## config.mk

```make
export PLATFORM = sky130hd
export DESIGN_NAME = cordic_rr_scheduler
export DESIGN_NICKNAME = d
export VERILOG_FILES = /design/src/rtl/cordic_rr_scheduler.sv
export SDC_FILE = /design/constraint.sdc
export NUM_CORES = 1
export LEC_CHECK = 0
export BUFFER_PORTS_ARGS = -buffer_cell sky130_fd_sc_hd__buf_4
export CAP_MARGIN = 20
export CORE_MARGIN = 2
export CORE_UTILIZATION = 48
export CTS_CLUSTER_DIAMETER = 120
export DETAILED_ROUTE_END_ITERATION = 6
export MAX_ROUTING_LAYER = met4
export PLACE_DENSITY = 0.77
export SLEW_MARGIN = 10
export SYNTH_ARGS = -nofsm -noshare
export SYNTH_HDL_FRONTEND = slang
export SYNTH_SLANG_ARGS = --single-unit
```

## constraint.sdc

```tcl
create_clock -name clk -period 3.2 [get_ports clk]
set_input_delay 0.32 -clock clk [delete_from_list [all_inputs] [get_ports clk]]
set_output_delay 0.32 -clock clk [all_outputs]
set_load 0.05 [all_outputs]
```

## src/rtl/cordic_rr_scheduler.sv

```systemverilog
// cordic_rr_scheduler
//   Two requesters share one fixed-latency pipelined CORDIC vectoring core.
//   A round-robin arbiter issues at most one job per cycle. A tag delay line
//   remembers which requester owns each in-flight result, and the result is
//   steered into that requester's response FIFO. Per-requester credits make
//   sure a response FIFO is never pushed while full.
//
// Ports
//   clk, rst_n                 clock, asynchronous active-low reset
//   ena                        issue enable (gates new grants only)
//   reqN_valid/ready/x/y       job input port of requester N (N = 0, 1)
//   core_x, core_y             registered operands into the core
//   core_mag, core_phase       core results, valid PIPE_LAT cycles after issue
//   rspN_valid/ready/mag/phase response FIFO head of requester N
//   busy                       any tag in flight or any FIFO non-empty
module cordic_rr_scheduler #(
  parameter int WIDTH     = 16,
  parameter int PIPE_LAT  = 16,
  parameter int OUT_DEPTH = 2
) (
  input  logic             clk,
  input  logic             rst_n,
  input  logic             ena,
  input  logic             req0_valid,
  output logic             req0_ready,
  input  logic [WIDTH-1:0] req0_x,
  input  logic [WIDTH-1:0] req0_y,
  input  logic             req1_valid,
  output logic             req1_ready,
  input  logic [WIDTH-1:0] req1_x,
  input  logic [WIDTH-1:0] req1_y,
  output logic [WIDTH-1:0] core_x,
  output logic [WIDTH-1:0] core_y,
  input  logic [WIDTH-1:0] core_mag,
  input  logic [31:0]      core_phase,
  output logic             rsp0_valid,
  input  logic             rsp0_ready,
  output logic [WIDTH-1:0] rsp0_mag,
  output logic [31:0]      rsp0_phase,
  output logic             rsp1_valid,
  input  logic             rsp1_ready,
  output logic [WIDTH-1:0] rsp1_mag,
  output logic [31:0]      rsp1_phase,
  output logic             busy
);

  localparam int CW = $clog2(OUT_DEPTH + 1);
  localparam int PW = (OUT_DEPTH > 1) ? $clog2(OUT_DEPTH) : 1;

  logic [1:0]       req_valid_w;
  logic [1:0]       rsp_ready_w;
  logic [WIDTH-1:0] req_x_w [2];
  logic [WIDTH-1:0] req_y_w [2];

  assign req_valid_w = {req1_valid, req0_valid};
  assign rsp_ready_w = {rsp1_ready, rsp0_ready};
  assign req_x_w[0]  = req0_x;
  assign req_x_w[1]  = req1_x;
  assign req_y_w[0]  = req0_y;
  assign req_y_w[1]  = req1_y;

  // last_q = requester granted most recently; reset value 1 makes requester 0
  // win the first contended cycle.
  logic             last_q, last_d;
  logic [1:0]       elig, grant;
  logic [CW-1:0]    cred_q [2];
  logic [CW-1:0]    cred_d [2];
  logic [WIDTH-1:0] core_x_q, core_x_d, core_y_q, core_y_d;

  // Stage k holds the tag of the job issued k+1 edges ago; stage PIPE_LAT
  // lines up with the core output of that job.
  logic [PIPE_LAT:0] tag_v_q, tag_id_q;

  logic [1:0]       push, pop;
  logic [CW-1:0]    cnt_q [2];
  logic [CW-1:0]    cnt_d [2];
  logic [PW-1:0]    wr_q [2];
  logic [PW-1:0]    wr_d [2];
  logic [PW-1:0]    rd_q [2];
  logic [PW-1:0]    rd_d [2];
  logic [WIDTH-1:0] mem_mag [2][OUT_DEPTH];
  logic [31:0]      mem_ph  [2][OUT_DEPTH];
  logic [WIDTH-1:0] head_mag [2];
  logic [31:0]      head_ph  [2];

  function automatic logic [PW-1:0] ptr_inc(input logic [PW-1:0] p);
    if (p == PW'(OUT_DEPTH - 1)) return '0;
    return p + 1'b1;
  endfunction

  // Arbitration and issue
  always_comb begin
    elig     = '0;
    grant    = '0;
    last_d   = last_q;
    core_x_d = core_x_q;
    core_y_d = core_y_q;
    for (int r = 0; r < 2; r++) begin
      elig[r] = req_valid_w[r] && (cred_q[r] != '0) && ena;
    end
    if (elig == 2'b11) begin
      grant = last_q ? 2'b01 : 2'b10;
    end else begin
      grant = elig;
    end
    if (grant[0]) begin
      last_d   = 1'b0;
      core_x_d = req_x_w[0];
      core_y_d = req_y_w[0];
    end else if (grant[1]) begin
      last_d   = 1'b1;
      core_x_d = req_x_w[1];
      core_y_d = req_y_w[1];
    end
  end

  // FIFO and credit bookkeeping
  always_comb begin
    push = '0;
    pop  = '0;
    for (int r = 0; r < 2; r++) begin
      push[r]  = tag_v_q[PIPE_LAT] && (tag_id_q[PIPE_LAT] == 1'(r));
      pop[r]   = (cnt_q[r] != '0) && rsp_ready_w[r];
      cnt_d[r] = cnt_q[r];
      cred_d[r] = cred_q[r];
      wr_d[r]  = push[r] ? ptr_inc(wr_q[r]) : wr_q[r];
      rd_d[r]  = pop[r]  ? ptr_inc(rd_q[r]) : rd_q[r];
      case ({push[r], pop[r]})
        2'b10:   cnt_d[r] = cnt_q[r] + 1'b1;
        2'b01:   cnt_d[r] = cnt_q[r] - 1'b1;
        default: cnt_d[r] = cnt_q[r];
      endcase
      // A grant and a pop on the same edge cancel out.
      case ({grant[r], pop[r]})
        2'b10:   cred_d[r] = cred_q[r] - 1'b1;
        2'b01:   cred_d[r] = cred_q[r] + 1'b1;
        default: cred_d[r] = cred_q[r];
      endcase
      head_mag[r] = (cnt_q[r] != '0) ? mem_mag[r][rd_q[r]] : '0;
      head_ph[r]  = (cnt_q[r] != '0) ? mem_ph[r][rd_q[r]]  : '0;
    end
  end

  always_ff @(posedge clk or negedge rst_n) begin
    if (!rst_n) begin
      last_q   <= 1'b1;
      core_x_q <= '0;
      core_y_q <= '0;
      tag_v_q  <= '0;
      tag_id_q <= '0;
      for (int r = 0; r < 2; r++) begin
        cred_q[r] <= CW'(OUT_DEPTH);
        cnt_q[r]  <= '0;
        wr_q[r]   <= '0;
        rd_q[r]   <= '0;
      end
    end else begin
      last_q   <= last_d;
      core_x_q <= core_x_d;
      core_y_q <= core_y_d;
      // The core has no enable, so the tag line shifts every cycle.
      tag_v_q  <= {tag_v_q[PIPE_LAT-1:0], |grant};
      tag_id_q <= {tag_id_q[PIPE_LAT-1:0], grant[1]};
      for (int r = 0; r < 2; r++) begin
        cred_q[r] <= cred_d[r];
        cnt_q[r]  <= cnt_d[r];
        wr_q[r]   <= wr_d[r];
        rd_q[r]   <= rd_d[r];
      end
    end
  end

  // Storage needs no reset: the read port is masked while the FIFO is empty.
  always_ff @(posedge clk) begin
    for (int r = 0; r < 2; r++) begin
      if (push[r]) begin
        mem_mag[r][wr_q[r]] <= core_mag;
        mem_ph[r][wr_q[r]]  <= core_phase;
      end
    end
  end

  assign req0_ready = grant[0];
  assign req1_ready = grant[1];
  assign core_x     = core_x_q;
  assign core_y     = core_y_q;
  assign rsp0_valid = (cnt_q[0] != '0);
  assign rsp1_valid = (cnt_q[1] != '0);
  assign rsp0_mag   = head_mag[0];
  assign rsp0_phase = head_ph[0];
  assign rsp1_mag   = head_mag[1];
  assign rsp1_phase = head_ph[1];
  assign busy       = (|tag_v_q) || rsp0_valid || rsp1_valid;

endmodule

```

==> impl_metrics.env, run 1 <==
export IMPL_cts_resized=0
export IMPL_cts_hold_buffers=39
export IMPL_hp_class="in2reg"
export IMPL_crit_buf_inv=3
export IMPL_maxCapViolCount=0
export IMPL_required_ns=2.88
export IMPL_postCtsSetupRepairBufs=0
export IMPL_slew_viol_final=0
export IMPL_grt_max_degree=80
export IMPL_crit_chain="o21ai_0, o21bai_4, buf_4, inv_2, buf_4"
export IMPL_drt_wl_total_mm=22.9
export IMPL_drt_pass1_iter_count=5
export IMPL_drc=0
export IMPL_dieHeight_um=150
export IMPL_start_util=0.488
export IMPL_max_slew_margin=0.501
export IMPL_path_delay_family="buffers and inverters"
export IMPL_grt_usage=0.208
export IMPL_grt_pass1_vias=6475
export IMPL_synth_seq_cells=271
export IMPL_antenna_left=0
export IMPL_ys_warn_count=0
export IMPL_num_rows=53
export IMPL_skew_ns=0.00559
export IMPL_tns_ns=0
export IMPL_io_buffers=251
export IMPL_clkLatencyLatePin_ns=0.52
export IMPL_setup_worst_path_start="cred_q[1]"
export IMPL_p_per_area_nw_per_um2=1090
export IMPL_worst_pin_slew_ns=0.748
export IMPL_ios=252
export IMPL_start_kind="register"
export IMPL_cts_buffers=27
export IMPL_max_vdd_ir_drop_uv=630
export IMPL_rsz0062_at_grt="false"
export IMPL_power_leakage_uw=0.00567
export IMPL_synthDistinctLibCells=28
export IMPL_cp_max_fo=23
export IMPL_core_um2=21000
export IMPL_fin_crit_sh=0.771
export IMPL_gr_total_overflow=0
export IMPL_status="completed"
export IMPL_via_per_inst=5.16
export IMPL_antenna_found_initial=0
export IMPL_worstPathArrival_ns=2.15
export IMPL_setup_viol=0
export IMPL_yosysTopAreaCell="edfxtp_1"
export IMPL_rr_startpoint="wr_q[0]"
export IMPL_antennaDiodeCount=0
export IMPL_clk_path_buf_depth=3
export IMPL_synth_top_cell_area_share=0.562
export IMPL_critical_path_max_stage_delay_ns=0.57
export IMPL_max_freq_mhz=405
export IMPL_clkTransAtPathRegs_ns=0.06
export IMPL_crit_path_frequent_cell="buf_4"
export IMPL_dieArea_um2=22600
export IMPL_synthToLayoutAreaGrowth_pct=34.3
export IMPL_ys_seq_area_frac=0.755
export IMPL_end_kind="output port"
export IMPL_wl_per_cell_um=18.8
export IMPL_drive_gt1_frac=0.339
export IMPL_power_total_uw=15000
export IMPL_hold_viol_final=0
export IMPL_grt_pass1_wl_mm=35.2
export IMPL_finalCriticalPeriod_ns=2.47
export IMPL_cp_num_cells=5
export IMPL_cts_max_level=1
export IMPL_r2r_slack_ns=1.33
export IMPL_reg2reg_depth=2
export IMPL_routabilityCongestion=0.779
export IMPL_slowest_stage="dfstp_2"
export IMPL_synth_area_leaders="edfxtp_1, dfrtp_1, mux2i_1, nor2_1, o221a_1"
export IMPL_die_width_um=150
export IMPL_layout_nets=1045
export IMPL_cts_sinks=271
export IMPL_syn_area_um2=10300
export IMPL_cts_root_buffer="clkbuf_16"
export IMPL_worstSetupPathType="reg2out"
export IMPL_drt_iter0_markers=313
export IMPL_cts_tree="built"
export IMPL_synthesis_nets=738
export IMPL_r2r_end="mem_ph[0][83]"
export IMPL_endpoint="req0_ready"
export IMPL_avgSynthCellArea_um2=16.7
export IMPL_synth_cells=615
export IMPL_num_vias=6279
export IMPL_place_hpwl_mm=15.0
## area by class of cell
class                           instances  area [um^2]
Fill cell                            1467         7240
Multi-Input combinational cell        304         2350
Sequential cell                       271         7750
Timing Repair Buffer                  312         2520
Clock inverter                         15         92.6
Clock buffer                           34          702
Inverter                                6         22.5
Tap cell                              275          344
## per-layer routing
layer,wire length (um),vias up,GRT usage
met5,0,-,-
met4,194,0,0.0340
met3,1650,18,0.0367
met2,11200,245,0.338
met1,9900,3111,0.283
li1,-,2905,-
## metrics by stage
| stage | setup slack, ns | instance area, um^2 | std cells | hold slack, ns | utilization |
|---|---|---|---|---|---|
| after floorplan | 0.153 | 10300 | 615 | 0.0244 | - |
| after global placement | 1.28 | 12500 | 1122 | 0.333 | 0.595 |
| after detailed placement | 1.28 | 12500 | 1122 | 0.335 | 0.595 |
| after CTS | 0.718 | 13700 | 1210 | 0.0000743 | 0.652 |
| after global routing | 0.627 | 13800 | 1217 | 0.000601 | 0.656 |
| final | 0.732 | 13800 | 1217 | 0.0192 | 0.656 |
## worst register-to-register path: stages, from the launching register on
cell	delay, ns
dfrtp_1	0.44
and3_2	0.72
buf_4	0.39
## cells in the final DEF (no fill, tap or decap)
cell           count
xnor2_1            8
o211ai_4           2
and2_1             2
xor2_1             8
or4_1              1
nor4_1             4
edfxtp_1         192
o21ai_1            1
dlygate4sd3_1     45
nand3b_1          32
clkbuf_1           7
and3_2             1
o21ai_0            1
dfrtp_2            2
inv_6              1
clkinv_2           4
nand2b_1           1
ha_1               4
dfstp_2            3
o221a_1           32
nand2_1            3
dfrtp_1           74
nor2_1           100
buf_4            262
buf_16             1
clkbuf_16         27
o21bai_4           2
mux2i_1           96
bufinv_16          1
inv_1              2
clkinv_1           9
buf_12             4
nand4_1            1
inv_2              4
nor2_4             5
## worst min-delay path by stage
| stage | from | end | slack, ns | cells past startpoint |
|---|---|---|---|---|
| 2_1_floorplan | rst_n | cnt_q[0] | 0.02 | 0 |
| 6_report | core_phase[10] | mem_ph[0][42] | 0.02 | 1 |
| 5_1_grt | core_phase[10] | mem_ph[0][42] | 0.0006 | 1 |
| 3_5_place_dp | tag_id_q[9] | tag_id_q[10] | 0.33 | 0 |
| 3_3_place_gp | tag_id_q[12] | tag_id_q[13] | 0.33 | 0 |
| 4_1_cts | core_phase[4] | mem_ph[0][100] | 0.00007 | 1 |
## kinds of logic (layout without fill, tap and decap cells)
| kind of cell | after synthesis | count (layout) | share of synthesized area |
|---|---|---|---|
| AOI/OAI and AO/OA | 38 | 38 | 0.0439 |
| DFF | 271 | 271 | 0.755 |
| adders and majority gates | 4 | 4 | 0.00488 |
| and+or+nand+nor | 150 | 150 | 0.0691 |
| buffers and inverters | 40 | 367 | 0.0204 |
| xor gates and xnor gates | 16 | 16 | 0.0137 |
| muxes | 96 | 96 | 0.0936 |
## synth_stat cells
master	instances
and3_1	1
mux2i_1	96
nand3b_1	32
xor2_1	8
edfxtp_1	192
o21ai_1	1
clkbuf_4	1
inv_1	2
nand2_1	3
o221a_1	32
nand4_1	1
and2_1	2
inv_2	4
buf_6	3
or4_1	1
ha_1	4
buf_2	14
xnor2_1	8
nor4_1	4
o21ai_0	1
o211ai_4	2
nor2_1	105
dfstp_2	3
nand2b_1	1
clkbuf_1	12
o21bai_4	2
dfrtp_1	76
buf_4	4
## report_power, final
part	leakage (uW)	internal (uW)	switching [uW]
clock	0.000389	1620	1230
combinational	0.00260	2240	4930
sequential	0.00268	4530	427
total	0.00567	8390	6580
## state kept, by name, indices dropped and copies added (netlist names)
name      cells
mem_ph      128
mem_mag      64
tag_id_q     17
tag_v_q      17
core_x       16
core_y       16
cnt_q         4
cred_q        4
rd_q          2
wr_q          2
last_q        1
Power figures use the tool's default switching activity.
==> run 2: changes to the inputs <==
==> constraint.sdc (replaced) <==
create_clock -name clk -period 2.1 [get_ports clk]
set_input_delay 0.21 -clock clk [delete_from_list [all_inputs] [get_ports clk]]
set_output_delay 0.21 -clock clk [all_outputs]
set_load 0.05 [all_outputs]
==> run 2 against run 1 <==
Net effect: the flow now finishes with violations (setup timing); total power is 64% higher; flip-flop and latch count is the same; critical path type is now reg2reg; sequential share of layout area down 4.4 points; clock power rose by 71%; register-to-register slack got worse by 1.4 ns.
==> impl_metrics.env, run 2 (synthesis results as in run 1) <==
export IMPL_reg2reg_depth=6
export IMPL_cts_root_buffer="clkbuf_16"
export IMPL_start_kind="register"
export IMPL_antenna_found_initial=0
export IMPL_max_slew_margin=0.696
export IMPL_critical_path_max_stage_delay_ns=0.56
export IMPL_dieArea_um2=22600
export IMPL_holdWs_ns=0.0260
export IMPL_cts_sinks=271
export IMPL_cp_max_fo=16
export IMPL_clkLatencyLatePin_ns=0.52
export IMPL_worstSetupPathType="reg2reg"
export IMPL_drc=0
export IMPL_endpoint="core_x[5]"
export IMPL_maxCapViolCount=0
export IMPL_end_kind="register"
export IMPL_start_util=0.488
export IMPL_crit_chain="o211ai_4, o21bai_4, buf_12, clkbuf_16, o221a_1, dlygate4sd3_1"
export IMPL_drt_wl_total_mm=25.9
export IMPL_r2r_end="core_x[5]"
export IMPL_gr_total_overflow=0
export IMPL_grt_usage=0.225
export IMPL_wl_per_cell_um=20.0
export IMPL_antennaDiodeCount=0
export IMPL_cts_tree="built"
export IMPL_violations="setup timing"
export IMPL_status="complete, but fails checks"
export IMPL_required_ns=2.49
export IMPL_io_buffers=251
export IMPL_drt_pass1_iter_count=5
export IMPL_antenna_left=0
export IMPL_drt_iter0_markers=327
export IMPL_max_freq_mhz=468
export IMPL_stdcell_area_um2=15000
export IMPL_setup_viol=3
export IMPL_via_per_inst=5.21
export IMPL_place_hpwl_mm=14.4
export IMPL_power_leakage_uw=0.00631
export IMPL_max_vdd_ir_drop_uv=1070
export IMPL_cts_buffers=26
export IMPL_largest_reg_flops=128
export IMPL_slowest_stage="dfstp_2"
export IMPL_hp_class="in2reg"
export IMPL_grt_pass1_vias=7051
export IMPL_finalCriticalPeriod_ns=2.13
export IMPL_place_ws_ns=0.404
export IMPL_die_width_um=150
export IMPL_num_rows=53
export IMPL_r2r_slack_ns=-0.03
export IMPL_clk_path_buf_depth=3
export IMPL_slew_viol_final=0
export IMPL_grt_max_degree=49
export IMPL_core_um2=21000
export IMPL_hold_viol_final=0
export IMPL_num_vias=6761
export IMPL_rsz0062_at_grt="true"
export IMPL_fin_crit_sh=1.02
export IMPL_post_dp_cell_area_um2=12600
export IMPL_layout_common_cells="buf_4, edfxtp_1, nor2_1"
export IMPL_layout_nets=1125
export IMPL_cts_max_level=1
export IMPL_power_total_uw=24500
export IMPL_worst_pin_slew_ns=0.456
export IMPL_skew_ns=0.0109
export IMPL_worst_slack_ns=-0.0347
export IMPL_drive_gt1_frac=0.341
export IMPL_grt_pass1_wl_mm=37.9
export IMPL_synthToLayoutAreaGrowth_pct=45.7
export IMPL_worstPathArrival_ns=2.53
export IMPL_setup_worst_path_start="cred_q[3]"
export IMPL_layout_commonest_cell="buf_4"
export IMPL_ios=252
export IMPL_rr_startpoint="cred_q[3]"
export IMPL_clkTransAtPathRegs_ns=0.06
export IMPL_p_per_area_nw_per_um2=1640
export IMPL_dieHeight_um=150
export IMPL_routabilityCongestion=0.769
[run 2: cell count changes in the layout (fill, tap and decap cells not counted), moves of 3 or more]
cell and delta:
clkbuf_16 +5, dlygate4sd3_1 +42, clkinv_1 -6, dlymetal6s4s_1 +25
clkbuf_8 +4, buf_6 +4, buf_12 +8, mux2i_1 -3
mux2i_2 +3, clkbuf_1 -4
[run 2: final cells by class]
class                   instances  area, um^2
clock buffers                  37         782
clock inverters                11         128
fillers                      1318        6060
inverters                       6        22.5
multi-input cells             304        2390
flip-flops and latches        271        7750
well taps                     275         344
repair buffers                393        3550
[run 2: repair_timing]
action | CTS | global route
endpoints found under the setup margin | 9 | 8
hold endpoints to repair | 259 | 0
setup buffers | 1 | 4
gates cloned | 1 | 4
hold buffers | 112 | 0
gates resized for setup | 12 | 32
pin swaps | 0 | 3
[run 2: layer usage]
layer,wire length (um),track usage,part of all wire,up-vias
li1,-,-,-,3061
met1,10200,0.277,0.40,3361
met2,13300,0.393,0.52,295
met3,1820,0.0370,0.070,44
met4,484,0.0524,0.019,0
met5,0,-,0,-
[run 2: report_power, final]
part	internal (uW)	switching, uW	total, uW
Clock	2960	1910	4870
Sequential	6900	623	7530
Combinational	4250	7900	12200
[run 2: metrics by stage]
| step | std cells | TNS, ns | utilization |
|---|---|---|---|
| floorplan | 615 | -15.85 | - |
| global placement | 1127 | 0 | 0.600 |
| detailed placement | 1127 | 0 | 0.600 |
| CTS | 1289 | -0.0564 | 0.701 |
| global route | 1297 | -0.242 | 0.712 |
| finish | 1297 | -0.0672 | 0.712 |
[run 2: worst min path at each step]
stage	startpoint	endpoint	slack [ns]	depth (start not counted)
final	req0_y[15]	core_y[15]	0.03	2
after global routing	req0_y[15]	core_y[15]	0.02	2
after CTS	req0_valid	last_q	0.006	4
after detailed placement	rst_n	tag_v_q[7]	0.20	1
after global placement	rst_n	tag_v_q[10]	0.19	1
after floorplan	rst_n	cnt_q[0]	-0.09	0
[run 2: worst max-delay path: cells and delay by family (launching register included)]
family          cells  cell delay [ns]
buf+inv             3             0.87
compound gates      3             0.57
flops               1             0.56
